<file path="src/rtl/click_arbiter_ctl.sv">
// Mouse click arbiter: hit-tests the cursor against N_RECT rectangles, picks the
// lowest-index hit, and reports a click only for press and release on the same rectangle.
module click_arbiter_ctl #(
  parameter int N_RECT = 4,
  parameter int IDX_W  = 2
) (
  input  logic                  pclk,
  input  logic                  rst,
  input  logic [11:0]           mouse_xpos,
  input  logic [11:0]           mouse_ypos,
  input  logic                  mouse_left,
  input  logic [11*N_RECT-1:0]  rect_hstart,
  input  logic [11*N_RECT-1:0]  rect_vstart,
  input  logic [11*N_RECT-1:0]  rect_hlength,
  input  logic [11*N_RECT-1:0]  rect_vlength,
  input  logic [N_RECT-1:0]     rect_enable,
  output logic                  hover_valid,
  output logic [IDX_W-1:0]      hover_idx,
  output logic                  press_active,
  output logic [N_RECT-1:0]     click_pulse,
  output logic                  sel_valid,
  output logic [IDX_W-1:0]      sel_idx
);

  typedef enum logic [1:0] {
    S_IDLE    = 2'd0,
    S_ARMED   = 2'd1,
    S_BLOCKED = 2'd2
  } state_t;

  logic [N_RECT-1:0] hit_d, hit_q;
  logic              left_q, left_p;
  logic [11:0]       h_lo, h_hi, v_lo, v_hi;

  // Stage 1: hit test of the live inputs, button level and its history
  always_comb begin
    hit_d = '0;
    h_lo  = '0;
    h_hi  = '0;
    v_lo  = '0;
    v_hi  = '0;
    for (int k = 0; k < N_RECT; k++) begin
      // 11-bit operands widened to 12 bits so the far edge never wraps
      h_lo     = {1'b0, rect_hstart[11*k +: 11]};
      h_hi     = h_lo + {1'b0, rect_hlength[11*k +: 11]};
      v_lo     = {1'b0, rect_vstart[11*k +: 11]};
      v_hi     = v_lo + {1'b0, rect_vlength[11*k +: 11]};
      hit_d[k] = rect_enable[k] &
                 (mouse_xpos >= h_lo) & (mouse_xpos <= h_hi) &
                 (mouse_ypos >= v_lo) & (mouse_ypos <= v_hi);
    end
  end

  // Button history resets high so a button held through reset is not a press
  always_ff @(posedge pclk) begin
    if (rst) begin
      hit_q  <= '0;
      left_q <= 1'b1;
      left_p <= 1'b1;
    end else begin
      hit_q  <= hit_d;
      left_q <= mouse_left;
      left_p <= left_q;
    end
  end

  logic             rise, fall;
  logic             win_valid;
  logic [IDX_W-1:0] win_idx;

  assign rise = left_q & ~left_p;
  assign fall = ~left_q & left_p;

  always_comb begin
    win_valid = 1'b0;
    win_idx   = '0;
    for (int k = N_RECT - 1; k >= 0; k--) begin
      if (hit_q[k]) begin
        win_valid = 1'b1;
        win_idx   = IDX_W'(k);
      end
    end
  end

  state_t            state_d, state_q;
  logic [IDX_W-1:0]  arm_idx_d, arm_idx_q;
  logic [N_RECT-1:0] click_pulse_d, click_pulse_q;
  logic              sel_valid_d, sel_valid_q;
  logic [IDX_W-1:0]  sel_idx_d, sel_idx_q;
  logic              hover_valid_d, hover_valid_q;
  logic [IDX_W-1:0]  hover_idx_d, hover_idx_q;

  // Stage 2: press/release FSM and registered outputs
  always_comb begin
    state_d       = state_q;
    arm_idx_d     = arm_idx_q;
    click_pulse_d = '0;
    sel_valid_d   = sel_valid_q;
    sel_idx_d     = sel_idx_q;
    hover_valid_d = win_valid;
    hover_idx_d   = win_idx;
    unique case (state_q)
      S_IDLE: begin
        if (rise && win_valid) begin
          state_d   = S_ARMED;
          arm_idx_d = win_idx;
        end else if (rise) begin
          state_d = S_BLOCKED;
        end
      end
      S_ARMED: begin
        // Release is judged on the armed rectangle itself, not the current winner
        if (!rect_enable[arm_idx_q]) begin
          state_d = S_BLOCKED;
        end else if (fall) begin
          state_d = S_IDLE;
          if (hit_q[arm_idx_q]) begin
            click_pulse_d[arm_idx_q] = 1'b1;
            sel_valid_d              = 1'b1;
            sel_idx_d                = arm_idx_q;
          end
        end
      end
      S_BLOCKED: begin
        if (!left_q) state_d = S_IDLE;
      end
      default: state_d = S_IDLE;
    endcase
  end

  always_ff @(posedge pclk) begin
    if (rst) begin
      state_q       <= S_IDLE;
      arm_idx_q     <= '0;
      click_pulse_q <= '0;
      sel_valid_q   <= 1'b0;
      sel_idx_q     <= '0;
      hover_valid_q <= 1'b0;
      hover_idx_q   <= '0;
    end else begin
      state_q       <= state_d;
      arm_idx_q     <= arm_idx_d;
      click_pulse_q <= click_pulse_d;
      sel_valid_q   <= sel_valid_d;
      sel_idx_q     <= sel_idx_d;
      hover_valid_q <= hover_valid_d;
      hover_idx_q   <= hover_idx_d;
    end
  end

  assign press_active = (state_q == S_ARMED);
  assign click_pulse  = click_pulse_q;
  assign sel_valid    = sel_valid_q;
  assign sel_idx      = sel_idx_q;
  assign hover_valid  = hover_valid_q;
  assign hover_idx    = hover_idx_q;

endmodule

</file>
<file path="config.mk">
export PLATFORM = sky130hd
export DESIGN_NAME = click_arbiter_ctl
export DESIGN_NICKNAME = d
export VERILOG_FILES = /design/src/rtl/click_arbiter_ctl.sv
export SDC_FILE = /design/constraint.sdc
export NUM_CORES = 1
export LEC_CHECK = 0
export BUFFER_PORTS_ARGS = -buffer_cell sky130_fd_sc_hd__buf_2
export CORE_ASPECT_RATIO = 1.2
export CORE_UTILIZATION = 30
export CTS_CLUSTER_DIAMETER = 100
export DETAILED_ROUTE_END_ITERATION = 10
export SETUP_SLACK_MARGIN = 0.2
export SYNTH_ARGS = -nofsm -noshare
export SYNTH_HDL_FRONTEND = slang
export SYNTH_SLANG_ARGS = --single-unit
</file>
<file path="constraint.sdc">
create_clock -name pclk -period 4.4 [get_ports pclk]
set_input_delay 0.44 -clock pclk [delete_from_list [all_inputs] [get_ports pclk]]
set_output_delay 0.44 -clock pclk [all_outputs]
set_load 0.02 [all_outputs]
</file>
=== Word-level counts from Yosys, hierarchy flattened ===
Cells that the tools add are included.

* Order comparisons: 18
* Reduce and logical (&&, ||, !) cells: 7
* Bitwise logic cells: 24
* Equal/unequal tests: 5
* Multiplexer cells: 20
* Add/sub/neg operators: 8

{| class="wikitable"
|+ Operators with widths
! cell !! count
|-
| 11-bit by 11-bit adder with 12-bit output || 8
|-
| 12-bit by 11-bit >= comparator with 1-bit output || 8
|-
| 12-bit <= comparator || 8
|-
| 1-bit bitwise AND || 18
|-
| 2-bit 2-to-1 mux || 9
|-
| 1-bit 2-to-1 mux || 7
|-
| 3-bit inequality test (second input constant) || 2
|-
| 1-bit NOT || 6
|-
| 2-bit case mux with 3 select lines || 1
|-
| 5-bit OR reduction || 1
|-
| 1-bit binary-select mux with 2-bit select || 2
|-
| 4-bit AND reduction || 1
|-
| 2-bit by 3-bit less-than comparator with 1-bit output (second input constant) || 1
|-
| 3-bit AND reduction || 1
|-
| 1-bit demux with 2-bit select || 1
|-
| 2-bit by 1-bit equality test with 1-bit output (second input constant) || 1
|-
| 2-bit equality test (second input constant) || 1
|-
| 2-bit by 1-bit >= comparator with 1-bit output (second input constant) || 1
|-
| 1-bit logical AND || 2
|-
| 2-bit logical NOT || 1
|-
| 2-bit inequality test (second input constant) || 1
|-
| 2-bit AND reduction || 1
|}

* Bits in registers: 20
* Word-level logic and storage cells: 92
* Output and inout bits: 11
* Bits of input ports: 207

=== Logic depth before layout (Yosys ltp) ===
Gate-level depths: netlist of the first run.

* Word-level depth: 7
* Depth in mapped cells: 15
* Gate-level depth less buffers: 15

=== Least setup slack after synthesis of the first run ===
Ideal clock, no wire load.

* Path type: input -> register
* Start: input port rect_vstart[22]
* End: register hit_q[2]
* Setup slack: 0.947 ns
* Stages on the path: 15
* Arrival: 3.361 ns
* Setup time: 0.092 ns
* Path through: ha_1 fa_1 a21oi_1 o21ai_0 a2111oi_1 o31ai_1 a21oi_1 xor2_1 ha_1 and4_1 nand4_1 a21oi_1 a2111oi_0 o22ai_1 nor4_1

* Longest elaborated chain between the ends: 3
* Elaborated cells on any way between the ends: 5
* Those cells by class: add/sub (1); order compare (2); bitwise (2)

{| class="wikitable"
|+ Ends and longest elaborated chain
! element !! RTL line !! RTL
|-
| start: declaration || 13 || <nowiki>input logic [11*N_RECT-1:0] rect_vstart,</nowiki>
|-
| 11-bit by 11-bit adder with 12-bit output / 12-bit by 11-bit >= comparator with 1-bit output (equally long branches) || 47, 50 ||
|-
| 12-bit <= comparator / 1-bit bitwise AND (equally long branches) || 50, 49 ||
|-
| 1-bit bitwise AND (*) || 50 || <nowiki>(mouse_ypos >= v_lo) & (mouse_ypos <= v_hi);</nowiki>
|-
| end signal: assignment || 61 || <nowiki>hit_q <= hit_d;</nowiki>
|-
| end: declaration || 31 || <nowiki>logic [N_RECT-1:0] hit_d, hit_q;</nowiki>
|}

Every way passes the cells marked *; elsewhere a longest branch is shown, timed or not.
A chain may end at the register's enable or synchronous reset.

=== Worst setup path in the final report of the first run ===
* Start: input port rect_vstart[11]
* End: register hit_q[1]

The elaborated chain is that of the path after synthesis.

==> impl_results.md, run 1 <==
- Sequential-to-total area share from yosys stat: 0.0476
- IO Count: between 200 and 250
- Port bufs: 217
- Main synth FF type: dfxtp_1
- CTS clk-pin slew, worst paths: 0.06 ns
- Clock Latency Late Sink: 0.26 ns
- CORE AREA: 27300 sq um
- Initial Utilization: 0.308
- Clock tree root driver cell: clkbuf_16
- CTS Buf Count: 3
- Syn_area_per_cell: 7.91 sq um
- Distinct cells, synth: 62
- Finished Layout Cells: approximately 1700
- Most common cell after layout, fill and taps aside: ha_1
- P_leak: about 5.2 nW
- Total Wirelength: 24.9 mm
- Site Rows: 66
- Worst Path Required: 4.56 ns
- Setup total negative slack: 0 ns
- Area of the die: 28700 sq um
- Synth Instances: 1062
- Die H: 185 microns
- DRC violations left: 0
- Iter 0 DRT Violations: between 300 and 400
- Post-synth EDFFs: 0
- Yosys reg bits: 20
- Power Dens Cells: 169 nW/um^2
- Critical path's slowest cell: a2111oi_0
- Total number of vias: 8476
- Die Wd: 155 microns
- Crit path max-delay family: compound AO/OA/AOI/OAI gates
- Max-slew violations: 0
- Setup Fix Bufs, Post-CTS: 0
- Clk buf depth: 2
- Gp weighted congestion: 0.850
- Commonest cells after routing, fill and taps aside: 272 x ha_1, 217 x buf_2, 108 x inv_1
- Inst Count DP: roughly 1700
- Vias in the first global route: ~8400
- Worst-margin pin slew: just over 0.8 ns
- Final min period: 3.66 ns
- Rel. slew slack: 0.444
- Share of layout cells above drive strength 1: 0.190
- Post-Syn Area: 8410 sq um
- Setup crit end kind: flip-flop
- Status: complete, no violations
- CTS sink count: 20
- CTS tree: done
- GRT Util Overall: 0.172
- Peak supply drop: between 0.2 and 0.25 mV
- RSZ-0062 raised after global routing: false
- Cell repeated most along the worst path: a21oi_1
- Final #Nets: 1772
- Largest net degree at the start of global routing: 17
- DPL Wire Length: 22.1 mm
- Final hold violations: 0
- Async SR Flop Fraction: 0
- WL per Instance: between 15 and 20 microns
- Skew final: 0.00468 ns
- Critical path class: input pin to flip-flop
- GRT overflow: 0
- Final period utilization: 0.832
- CP Cell Sequence: buf_2 > ha_1 > fa_1 > a21oi_1 > o21ai_0 > a2111oi_2 > o31ai_1 > a21oi_1 > xor2_1 > ha_1 > a21oi_1 > nand2_1 > a2111oi_0 > buf_4 > o22ai_1 > nor4bb_1
- Fillers: 2865
- Crit-path max cell delay: 0.44 ns
- Min-Delay Path Class: input pin to flip-flop
- H-tree depth: 1
- ANT nets after route: 0
- Hold Buf Count CTS: 0
- Area delta synth->final: 19.9%
- Worst Setup Start Kind: input pin
- Final setup violation count: 0
- Max-Cap Viols: 0
- Arrival time at the worst endpoint: 3.82 ns
- Antenna violations before repair: 2
- Post_cts resized: 0
- Crit path buf inv count: 2
- First-pass GRT wire length: 39.7 mm
- Vias/cell: slightly above 5
- Antenna diodes: 0
- TritonRoute pass-1 iters: 4
- YS warnings: 0
- Crit path max fanout: 3
- F_max: 0.273 GHz
- Synth Net Count: around 1500
-- logic make-up (layout without fill, tap and decap cells) --
kind of cell | Yosys count | count (layout) | synth area share
fa+ha+maj | 280 | 280 | 0.424
xor+xnor | 65 | 65 | 0.0677
mux | 6 | 6 | 0.0101
compound gates | 291 | 291 | 0.228
flops | 20 | 20 | 0.0476
buf+inv | 111 | 333 | 0.0497
simple gates | 289 | 289 | 0.173
-- routing by layer --
| metal | routed length [microns] | up-vias | track usage |
|---|---|---|---|
| met2 | 12300 | 203 | 0.329 |
| met3 | 1260 | 22 | 0.0255 |
| li1 | - | 4419 | - |
| met1 | 10800 | 3832 | 0.200 |
| met5 | 0 | - | 0 |
| met4 | 494 | 0 | 0.0372 |
-- final cells by class --
cell class	count	area [sq um]	share of cell area
sequential	20	400	0.0397
timing repair buffer	221	1120	0.111
inverter	108	405	0.0402
clock inverter	1	30.0	0.00298
multi-input combinational	931	7590	0.753
clock buffer	3	75.1	0.00745
tap	374	468	0.0464
-- through the flow --
step,util,worst slack (ns),area [sq um],power (mW),hold WS (ns)
final,0.369,0.740,10100,1.70,0.368
after global routing,0.369,0.398,10100,1.91,0.376
after CTS,0.369,0.720,10100,1.72,0.366
after detailed placement,0.365,0.466,9980,1.46,0.446
after global placement,0.365,0.521,9980,1.43,0.438
after floorplan,-,0.947,8410,1.07,0.446
-- power by group --
| group | total, mW | switching (mW) | internal [mW] | leakage [nW] |
|---|---|---|---|---|
| Sequential | 0.190 | 0.00406 | 0.186 | 0.162 |
| Combinational | 1.26 | 0.686 | 0.574 | 5.03 |
| Clock | 0.253 | 0.0729 | 0.181 | 0.0511 |
| Total | 1.70 | 0.763 | 0.941 | 5.25 |
-- final timing paths --
path,start,endpoint,slack (ns),depth (start not counted)
hold reg to reg,sel_valid$_SDFFE_PP0P_,sel_valid$_SDFFE_PP0P_,0.45,2
setup / recovery,rect_vstart[11],hit_q[1]$_SDFF_PP0_,0.74,16
setup reg to reg,arm_idx_q[0]$_SDFFE_PP0P_,sel_idx[1]$_SDFFE_PP0P_,2.71,4
hold / removal,mouse_left,left_q$_SDFF_PP1_,0.37,2
-- registers in the layout (all words and copies together) (netlist names), 2 cells and up --
| name | count |
|---|---|
| arm_idx_q | 2 |
| click_pulse | 4 |
| hit_q | 4 |
| hover_idx | 2 |
| sel_idx | 2 |
| state_q | 2 |
-- cell usage after synthesis (2+ instances only) --
| master | instances | share of area |
|---|---|---|
| a21boi_0 | 2 | 0.0018 |
| nand3_1 | 36 | 0.021 |
| nor4b_1 | 3 | 0.0031 |
| a2111oi_0 | 17 | 0.018 |
| mux4_2 | 2 | 0.0054 |
| o22ai_1 | 2 | 0.0015 |
| inv_1 | 108 | 0.048 |
| o211ai_1 | 15 | 0.013 |
| nand2_1 | 48 | 0.021 |
| a21o_1 | 27 | 0.024 |
| or4_1 | 3 | 0.0027 |
| or4b_1 | 2 | 0.0024 |
| a31oi_1 | 4 | 0.0030 |
| nor2_1 | 82 | 0.037 |
| ha_1 | 272 | 0.40 |
| o41ai_2 | 4 | 0.0077 |
| o31ai_1 | 2 | 0.0018 |
| o21a_1 | 15 | 0.013 |
| a311oi_1 | 3 | 0.0031 |
| o21bai_1 | 8 | 0.0071 |
| and2_1 | 2 | 0.0015 |
| nor3_1 | 22 | 0.013 |
| nor3b_1 | 4 | 0.0036 |
| dfxtp_1 | 20 | 0.048 |
| nor4_1 | 8 | 0.0060 |
| xnor2_1 | 14 | 0.015 |
| o311ai_0 | 2 | 0.0021 |
| mux2i_1 | 4 | 0.0048 |
| o21ai_0 | 43 | 0.026 |
| nand4_1 | 26 | 0.019 |
| nor2b_1 | 17 | 0.013 |
| nand2b_1 | 12 | 0.0089 |
| o2111ai_1 | 2 | 0.0021 |
| a21oi_1 | 102 | 0.061 |
| o2bb2ai_1 | 3 | 0.0031 |
| and3_1 | 10 | 0.0074 |
| a2111oi_2 | 3 | 0.0054 |
| xor2_1 | 51 | 0.053 |
| a211oi_1 | 26 | 0.023 |
| or3_1 | 3 | 0.0022 |
| fa_1 | 8 | 0.019 |
| or2_2 | 5 | 0.0037 |
(Power assumes the default switching activity.)
==> run 2: changes to the inputs <==
--- a/config.mk
+++ b/config.mk
@@ -5,6 +5,7 @@
 export SDC_FILE = /design/constraint.sdc
 export NUM_CORES = 1
 export LEC_CHECK = 0
+export ABC_AREA = 1
 export BUFFER_PORTS_ARGS = -buffer_cell sky130_fd_sc_hd__buf_2
 export CORE_ASPECT_RATIO = 1.2
 export CORE_UTILIZATION = 30
==> constraint.sdc (replaced) <==
create_clock -name pclk -period 3.65 [get_ports pclk]
set_input_delay 0.365 -clock pclk [delete_from_list [all_inputs] [get_ports pclk]]
set_output_delay 0.365 -clock pclk [all_outputs]
set_load 0.02 [all_outputs]
==> run 2 against run 1 <==
Effect of this change: final cell count rose by 23%; die area rose by 9.9%; total power rose by 27%; global-route usage rose by 0.46 points; synthesized cell count rose by 35%; design area rose by 8.4%; synthesized area rose by 10%; utilization fell by 0.92 points; sequential power rose by 22%; critical path depth fell by 1; clock power rose by 22%; critical path type unchanged; critical endpoint is now hit_q[3]$_SDFF_PP0_; largest power group unchanged.
==> impl_results.md, run 2 <==
- Clock Latency Late Sink: 0.26 ns (about the same)
- Dominant cell type by area after synthesis: ha_1
- Status: complete, no violations
- Hold slack final: 0.304 ns (-0.0638 ns)
- Die Wd: 162 microns (+4.8%)
- YS warnings: 0 (unchanged)
- WL per Instance: 13.7 microns (-8.5%)
- IO Count: 218 (unchanged)
- FF+latch area: 400 sq um (unchanged)
- Iter 0 DRT Violations: 410 (+35%)
- Final hold violations: 0 (unchanged)
- Post-Syn Area: 9250 sq um (+10%)
- Setup ws final: 1.01 ns (+0.274 ns)
- Worst R2R Setup Slack: 2.30 ns (-0.41 ns)
- Synth top area cells: ha_1 37%, nand2_1 13%, inv_1 9.3%, a21oi_1 7.5%, nor2_1 4.3%
- Post-synthesis mux area share: 0 (-0.0101)
- CTS clk-pin slew, worst paths: 0.06 ns (about the same)
- Final setup violation count: 0 (unchanged)
- RSZ-0062 raised after global routing: false
- CTS sink count: 20 (unchanged)
- CORE AREA: 30400 sq um (+11%)
- Skew final: 0.000731 ns (-0.00395 ns)
- Gp weighted congestion: 0.934 (+9.8%)
- CTS tree: done
- Vias in the first global route: 9526 (+14%)
- Final min period: around 2.6 ns
- Max-Cap Viols: 0 (unchanged)
- Die H: 194 microns (+4.8%)
- Commonest cells after routing, fill and taps aside: 332 x nand2_1, 272 x ha_1, 230 x inv_1
- Crit path max fanout: 3 (unchanged)
- Initial Utilization: 0.304 (-0.00315)
- Synth Instances: 1429 (+35%)
- Worst Setup Start Kind: input pin
- Yosys reg bits: 20 (unchanged)
- Fillers: 3329 (+16%)
- Synth Area in Compound Gates: 0.147 (-0.0817)
- Max-slew violations: 0 (unchanged)
- DPL Wire Length: 24.6 mm (+11%)
- Antenna violations before repair: 9 (+7)
- Fin util: 0.360 (-0.00924)
- TritonRoute pass-1 iters: 5 (+1)
- Post-synth EDFFs: 0 (unchanged)
- First-pass GRT wire length: 44.8 mm (+13%)
- Post_cts resized: 0 (unchanged)
- Simple logic cell fraction of the synthesized area: 0.274 (+0.101)
- Setup crit end kind: flip-flop
- Area of the die: 31500 sq um (+9.9%)
- Critical path class: input pin to flip-flop
- Share of layout cells above drive strength 1: 0.145 (-0.0449)
- Setup total negative slack: 0 ns (unchanged)
- Synth Net Count: 1916 (+24%)
- Sequential-to-total area share from yosys stat: 0.0433 (-0.00435)
- Main combinational cell family by area after synthesis: adder cells
- H-tree depth: 1 (unchanged)
- Total Wirelength: 28.1 mm (+13%)
- Setup Fix Bufs, Post-CTS: 0 (unchanged)
- Most common cell after layout, fill and taps aside: nand2_1
- Clk buf depth: 2 (unchanged)
- Top-count cell post-synth: nand2_1
- Worst-margin pin slew: 0.556 ns (-0.256 ns)
- Power Dens Cells: 198 nW/um^2 (+17%)
- GRT overflow: 0 (unchanged)
- Area of the multi-input gates: 7970 sq um (+5.0%)
- Hold Buf Count CTS: 0 (unchanged)
- Clock tree root driver cell: clkbuf_16
- DRC violations left: 0 (unchanged)
- Distinct cells, synth: 36 (-42%)
- Min-Delay Path Class: input pin to flip-flop
- Worst slack, placed: 0.678 ns (+0.211 ns)
- Rel. slew slack: 0.629 (+0.185)
- Adder-cell share of the synthesized area: 0.385 (-0.0387)
- Area delta synth->final: 18.2%
- GRT Util Overall: 0.176 (+0.00461)
- Worst Path Required: 3.85 ns (-0.71 ns)
- Main synth FF type: dfxtp_1
- Post-synthesis xor/xnor area fraction: 0.0559 (-0.0119)
- Arrival time at the worst endpoint: 2.84 ns (-0.98 ns)
- Final period utilization: 0.722
- F_max: 0.379 GHz
- Largest net degree at the start of global routing: 18 (+1)
- CTS Buf Count: 3 (unchanged)
- Synth cell count leaders: 332 x nand2_1, 272 x ha_1, 230 x inv_1
- Syn_area_per_cell: 6.47 sq um (-18%)
- Final #Nets: 2135 (+20%)
- Finished Layout Cells: 2046 (+23%)
- P_leak: 6.31 nW (+20%)
- Post-synth top area share: 0.368 (-0.0370)
- Peak supply drop: 0.127 mV (-42%)
- Async SR Flop Fraction: 0 (unchanged)
- ANT nets after route: 0 (unchanged)
- Port bufs: 217 (unchanged)
- Inst Count DP: 2039 (+23%)
- Vias/cell: 4.83 (-5.6%)
- Total number of vias: 9873 (+16%)
- Site Rows: 70 (+6.1%)
run 2: changes by cell type after synthesis, sizes merged, moves of 10 or more:
cell     change
a2111oi     -21
a211oi      -25
a21o        -12
a21oi       +36
and3        -10
inv        +123
nand2      +285
nand2b      -12
nand3       +41
nand4       +10
nor2        +25
nor2b       -17
xor2        -11
run 2: logic make-up (layout without fill, tap and decap cells):
logic type,after synthesis,count (layout)
other,0,3
flip-flops,20,20
AO/OA/AOI/OAI,242,242
AND/OR/NAND/NOR,594,594
buffers and inverters,234,452
adder cells (fa/ha/maj),280,280
XOR/XNOR,59,59
run 2: worst max-delay path, stage by stage:
cell     delay (ns)
buf_2          0.11
ha_1           0.23
fa_1           0.43
nand3_1        0.11
nand3_1        0.10
a21oi_1        0.21
o21ai_0        0.13
xnor2_1        0.15
ha_1           0.28
nand4_1        0.10
nor2_1         0.14
nand4_1        0.10
nand2_1        0.19
nand3_1        0.11
nor2_1         0.09
run 2: path summary, 6_finish.rpt:
path / end / startpoint / depth (start not counted)
worst min register to register: sel_idx[0]$_SDFFE_PP0P_ / sel_idx[0]$_SDFFE_PP0P_ / 2
worst max-delay path: hit_q[3]$_SDFF_PP0_ / rect_vstart[33] / 15
worst min-delay path: left_q$_SDFF_PP1_ / mouse_left / 2
worst max register to register: state_q[1]$_SDFFE_PP0P_ / arm_idx_q[0]$_SDFFE_PP0P_ / 9
run 2: layout make-up:
type,instances,share of cell area
Clock buffer,3,0.00687
Tap cell,396,0.0453
Sequential cell,20,0.0366
Clock inverter,1,0.00275
Multi-Input combinational cell,1175,0.729
Inverter,231,0.0793
Antenna cell,3,0.000687
Timing Repair Buffer,217,0.0994
run 2: power breakdown:
group / total [mW] / switching [mW] / internal (mW)
clock network: 0.309 / 0.0912 / 0.218
registers: 0.232 / 0.00634 / 0.225
logic: 1.62 / 0.943 / 0.677
run 2: per-stage QoR:
stage	area, sq um	power [mW]
floorplan	9250	1.37
global placement	10800	1.83
detailed placement	10800	1.86
CTS	10900	2.19
global route	10900	2.45
finish	10900	2.16
run 2: per-layer routing:
metal	part of all wire	track usage	vias up
li1	-	-	5233
met1	0.43	0.208	4371
met2	0.49	0.329	226
met3	0.056	0.0258	35
met4	0.018	0.0409	8
met5	0.0016	0	-
